**config.mk**
```make
export PLATFORM = sky130hd
export DESIGN_NAME = spi_slave
export DESIGN_NICKNAME = d
export VERILOG_FILES = /design/src/rtl/spi_slave.sv
export SDC_FILE = /design/constraint.sdc
export NUM_CORES = 1
export LEC_CHECK = 0
export ABC_AREA = 1
export CAP_MARGIN = 10
export CORE_ASPECT_RATIO = 0.5
export CORE_MARGIN = 2
export CORE_UTILIZATION = 45
export CTS_CLUSTER_DIAMETER = 100
export DETAILED_ROUTE_END_ITERATION = 12
export GPL_ROUTABILITY_DRIVEN = 0
export GPL_TIMING_DRIVEN = 0
export PLACE_DENSITY = 0.68
export SKIP_CTS_REPAIR_TIMING = 1
export SYNTH_ARGS = -nofsm -noshare
export SYNTH_HDL_FRONTEND = slang
export SYNTH_SLANG_ARGS = --single-unit
export TNS_END_PERCENT = 5
```
**constraint.sdc**
```tcl
create_clock -name clk -period 1.6 [get_ports clk]
set_input_delay 0.24 -clock clk [delete_from_list [all_inputs] [get_ports clk]]
set_output_delay 0.24 -clock clk [all_outputs]
set_load 0.02 [all_outputs]
```
**src/rtl/spi_slave.sv**
```systemverilog
// SPI mode-0 slave, oversampled in the system clock domain.
// SCLK/CS/MOSI are synchronized, edge-detected, and drive a two-state FSM
// with a one-deep tx holding register and an rx frame register.
module spi_slave #(
  parameter int unsigned DATA_W      = 8,
  parameter int unsigned SYNC_STAGES = 2
) (
  input  logic              clk,
  input  logic              rst,
  input  logic              spi_clk_i,
  input  logic              spi_cs_i,
  input  logic              spi_mosi_i,
  output logic              spi_miso_o,
  input  logic [DATA_W-1:0] tx_data_i,
  input  logic              tx_valid_i,
  output logic              tx_ready_o,
  output logic [DATA_W-1:0] rx_data_o,
  output logic              rx_valid_o,
  output logic              busy_o
);

  localparam int unsigned CNT_W = $clog2(DATA_W + 1);

  localparam logic [0:0] IDLE  = 1'b0;
  localparam logic [0:0] SHIFT = 1'b1;

  logic [SYNC_STAGES-1:0] sclk_sync, cs_sync, mosi_sync;
  logic                   sclk_d, cs_d;
  logic                   sclk_s, cs_s, mosi_s;
  logic                   sclk_rise, sclk_fall, cs_rise, cs_fall;

  logic [0:0]        state, state_n;
  logic [DATA_W-1:0] tx_shift, tx_shift_n;
  logic [DATA_W-2:0] rx_shift, rx_shift_n;
  logic [DATA_W-1:0] rx_word;
  logic [CNT_W-1:0]  cnt, cnt_n;
  logic              reload_pend, reload_pend_n;
  logic [DATA_W-1:0] hold_data, hold_data_n;
  logic              tx_ready_n;
  logic [DATA_W-1:0] rx_data_n;
  logic              rx_valid_n, busy_n, miso_n;
  logic              load, handshake;

  // Input synchronizers plus one extra stage for edge detection; reset to idle bus levels.
  always_ff @(posedge clk or posedge rst) begin
    if (rst) begin
      sclk_sync <= '0;
      cs_sync   <= '1;
      mosi_sync <= '0;
      sclk_d    <= 1'b0;
      cs_d      <= 1'b1;
    end else begin
      sclk_sync <= {sclk_sync[SYNC_STAGES-2:0], spi_clk_i};
      cs_sync   <= {cs_sync[SYNC_STAGES-2:0], spi_cs_i};
      mosi_sync <= {mosi_sync[SYNC_STAGES-2:0], spi_mosi_i};
      sclk_d    <= sclk_sync[SYNC_STAGES-1];
      cs_d      <= cs_sync[SYNC_STAGES-1];
    end
  end

  assign sclk_s    = sclk_sync[SYNC_STAGES-1];
  assign cs_s      = cs_sync[SYNC_STAGES-1];
  assign mosi_s    = mosi_sync[SYNC_STAGES-1];
  assign sclk_rise = sclk_s & ~sclk_d;
  assign sclk_fall = ~sclk_s & sclk_d;
  assign cs_rise   = cs_s & ~cs_d;
  assign cs_fall   = ~cs_s & cs_d;
  assign rx_word   = {rx_shift, mosi_s};
  assign handshake = tx_valid_i & tx_ready_o;

  // Next-state and datapath logic; CS rise takes priority over SCLK edges.
  always_comb begin
    state_n       = state;
    tx_shift_n    = tx_shift;
    rx_shift_n    = rx_shift;
    cnt_n         = cnt;
    reload_pend_n = reload_pend;
    rx_data_n     = rx_data_o;
    rx_valid_n    = 1'b0;
    load          = 1'b0;

    case (state)
      IDLE: begin
        if (cs_fall) begin
          state_n       = SHIFT;
          load          = 1'b1;
          cnt_n         = '0;
          rx_shift_n    = '0;
          reload_pend_n = 1'b0;
        end
      end
      SHIFT: begin
        if (cs_rise) begin
          state_n       = IDLE;
          cnt_n         = '0;
          rx_shift_n    = '0;
          tx_shift_n    = '0;
          reload_pend_n = 1'b0;
        end else if (sclk_rise) begin
          rx_shift_n = rx_word[DATA_W-2:0];
          if (cnt == CNT_W'(DATA_W - 1)) begin
            rx_data_n     = rx_word;
            rx_valid_n    = 1'b1;
            cnt_n         = '0;
            reload_pend_n = 1'b1;
          end else begin
            cnt_n = cnt + CNT_W'(1);
          end
        end else if (sclk_fall) begin
          if (reload_pend) begin
            load          = 1'b1;
            reload_pend_n = 1'b0;
          end else begin
            tx_shift_n = {tx_shift[DATA_W-2:0], 1'b0};
          end
        end
      end
      default: state_n = IDLE;
    endcase

    // Shifter always takes the pre-handshake holding contents.
    if (load) begin
      tx_shift_n = tx_ready_o ? '0 : hold_data;
    end

    hold_data_n = handshake ? tx_data_i : hold_data;
    if (handshake) begin
      tx_ready_n = 1'b0;
    end else if (load) begin
      tx_ready_n = 1'b1;
    end else begin
      tx_ready_n = tx_ready_o;
    end

    busy_n = (state_n == SHIFT);
    miso_n = (state_n == SHIFT) ? tx_shift_n[DATA_W-1] : 1'b0;
  end

  // State, datapath and registered outputs.
  always_ff @(posedge clk or posedge rst) begin
    if (rst) begin
      state       <= IDLE;
      tx_shift    <= '0;
      rx_shift    <= '0;
      cnt         <= '0;
      reload_pend <= 1'b0;
      hold_data   <= '0;
      tx_ready_o  <= 1'b1;
      rx_data_o   <= '0;
      rx_valid_o  <= 1'b0;
      busy_o      <= 1'b0;
      spi_miso_o  <= 1'b0;
    end else begin
      state       <= state_n;
      tx_shift    <= tx_shift_n;
      rx_shift    <= rx_shift_n;
      cnt         <= cnt_n;
      reload_pend <= reload_pend_n;
      hold_data   <= hold_data_n;
      tx_ready_o  <= tx_ready_n;
      rx_data_o   <= rx_data_n;
      rx_valid_o  <= rx_valid_n;
      busy_o      <= busy_n;
      spi_miso_o  <= miso_n;
    end
  end

endmodule

```
==> run metrics <==
WHS 0.2693 ns; CP bufs+invs 1; # diodes 0; Pwr Total 3.043 mW; DR vias 1351; min Tclk post-route 1.505 ns; Worst Path Required 1.36 ns; startpoint types flop; Routed WL 3.184 mm; first-pass GRT wire length 5.595 mm; RSZ-0062 raised after global routing false; setup TNS 0 ns; maximum vdd ir drop 0.0006318 V; Yosys top cell by area dfrtp_1; sequential area share after synthesis 61.99%; placed cell area 2283 sq um; IO buf count 25; Max Slew Vio Count 0; post-place setup slack 0.06392 ns; area delta synth->final 24.05%; core area 4024 sq um; crit-path max FO 2; Final Cell Area 2414 sq um; top cell type's share of synthesized area 56.59%; Max Root-Sink Buffers 2; CTS root buf clkbuf_8; crit-path cells clkdlybuf4s50_1; vias per inst 4.825; Post-Syn Instances 192; Die W 96.99 microns; slew margin rel. 67.77%; Rows 16; initial antenna violation count 0; syn nets 209; die area 4898 sq um; Syn. warnings 0; H-Tree Depth 2; DRT iter0 DRCs 37; Mean Syn Cell Area 10.13 sq um; pwr dens 1261 nW/um^2; largest net degree at the start of global routing 27; Slowest cell on crit path clkdlybuf4s50_1; HP Class input pin to asynchronous set/reset pin; Final ANT Viol Nets 0; GRT Util Overall 14.75%; Leakage 1.162 nW; Clock Skews 0.005482 ns; critical setup path kind flop to output port; status finished clean; Max-Cap Viols 0; final setup fails 0; Yosys reg bits 48; Top Family by Delay on Critical Path buffers and inverters; Tightest Pin Transition 0.4828 ns; DIE HEIGHT 50.50 microns; Synth Cell Area 1946 sq um; GR Overflow Total 0; Worst-path clk slew 0.09 ns; fmax 664.4 MHz; hpwl dp 2.256 mm; Avg WL per Cell 11.37 microns; I/O pin count 26; final net count 242; Worst-Skew Late Latency 0.30 ns; Final period util 94.07%; CTS Sinks 48; vias in the first global route 1290; top cells by area, synth dfrtp_1 57%, nand2_1 7.9%, dfstp_2 5.4%; Residual DRC 0; Starting Density 48.35%; fin worst setup slack 0.09490 ns; TritonCTS buffer count 5; share of post-route cells with drive strength above 1 17.70%; Max stage delay on crit path 0.60 ns; CTS tree yes; final hold vios 0; CP endpoint kind output port; Crit path arrival time 1.27 ns; post-synth cell types 22; DRT Pass-1 Iters 5
-- final cells by class --
class                           instances  area, sq um
Sequential cell                        48         1206
Clock inverter                          3        42.54
Timing Repair Buffer                   26        275.3
Inverter                               28        107.6
Tap cell                               54        67.56
Fill cell                             353         1610
Multi-Input combinational cell        114        629.4
Buffer                                  2        16.27
Clock buffer                            5        68.82
-- per-layer routing --
metal  vias to the layer above  part of all wire (%)  GRT usage (%)  wire [microns]
met5                         -                     0              0               0
met4                         0                   1.5          7.746              48
met3                         5                   4.4          4.875             140
met2                        29                    46          23.61            1452
met1                       634                    48          18.16            1542
li1                        683                     -              -               -
-- sequential cells by signal, indices dropped and copies added, names as in the netlist --
| name | count |
|---|---|
| tx_shift | 8 |
| cs_d | 1 |
| spi_miso_o | 1 |
| cs_sync | 2 |
| rx_valid_o | 1 |
| sclk_d | 1 |
| cnt | 4 |
| rx_shift | 7 |
| state | 1 |
| hold_data | 8 |
| sclk_sync | 2 |
| tx_ready_o | 1 |
| mosi_sync | 2 |
| reload_pend | 1 |
| rx_data_o | 8 |
-- cells by family (layout without fill, tap and decap cells) --
group | count (synthesis) | after routing | synth area share (%)
multiplexers | 6 | 6 | 3.472
adder cells (fa/ha/maj) | 3 | 3 | 1.929
AO/OA/AOI/OAI | 30 | 30 | 8.874
flip-flops | 48 | 48 | 61.99
buffers and inverters | 30 | 64 | 6.367
AND/OR/NAND/NOR | 75 | 75 | 17.36
-- power by group --
part           internal [mW]  switching [mW]
clock                  0.462           0.396
combinational          0.262           0.313
sequential              1.47           0.140
-- through the flow --
step,utilization [%],instances
after global placement,56.25,271
final,59.98,280
after CTS,59.51,280
after global routing,59.98,280
after detailed placement,56.75,272
after floorplan,-,192
-- layout by cell type, fill, tap and decap left out, drive strengths merged --
| cell type | synthesis | final |
|---|---|---|
| bufinv | 0 | 1 |
| clkbuf | 0 | 5 |
| o22ai | 6 | 6 |
| ha | 3 | 3 |
| nor2 | 13 | 13 |
| mux2 | 6 | 6 |
| dlymetal6s2s | 0 | 2 |
| inv | 28 | 28 |
| a21oi | 9 | 9 |
| or2 | 1 | 1 |
| buf | 2 | 3 |
| nand2 | 46 | 46 |
| clkdlybuf4s50 | 0 | 23 |
| clkinvlp | 0 | 1 |
| dfrtp | 44 | 44 |
| dfstp | 4 | 4 |
| nand3 | 15 | 15 |
| clkinv | 0 | 1 |
| o21ai | 15 | 15 |
-- synth_stat cells --
| cell type | instances |
|---|---|
| o21ai_1 | 2 |
| nand3_1 | 15 |
| dfstp_2 | 4 |
| or2_0 | 1 |
| inv_4 | 1 |
| inv_2 | 3 |
| nand2_1 | 41 |
| buf_6 | 1 |
| dfrtp_1 | 44 |
| a21oi_1 | 9 |
| nor2_1 | 10 |
| inv_1 | 24 |
| o21ai_0 | 9 |
| ha_1 | 3 |
| buf_2 | 1 |
| o21ai_2 | 4 |
| nor2_2 | 1 |
| mux2_2 | 6 |
| o22ai_1 | 6 |
| nand2_4 | 1 |
| nor2_4 | 2 |
| nand2_2 | 4 |
-- final timing paths --
path	startpoint	end	slack [ns]	cells past startpoint
max reg2reg	cs_d$_DFF_PP1_	cnt[2]$_DFFE_PP0P_	0.15	7
min reg2reg	mosi_sync[0]$_DFF_PP0_	mosi_sync[1]$_DFF_PP0_	0.36	0
max in group asynchronous	rst	cnt[3]$_DFFE_PP0P_	0.83	3
max	rx_data_o[2]$_DFFE_PP0P_	rx_data_o[2]	0.09	1
min	rst	tx_shift[5]$_DFFE_PP0P_	0.27	2
min in group clk	spi_cs_i	cs_sync[0]$_DFF_PP1_	0.34	1
Note: power is estimated with default switching activity, not from simulation.
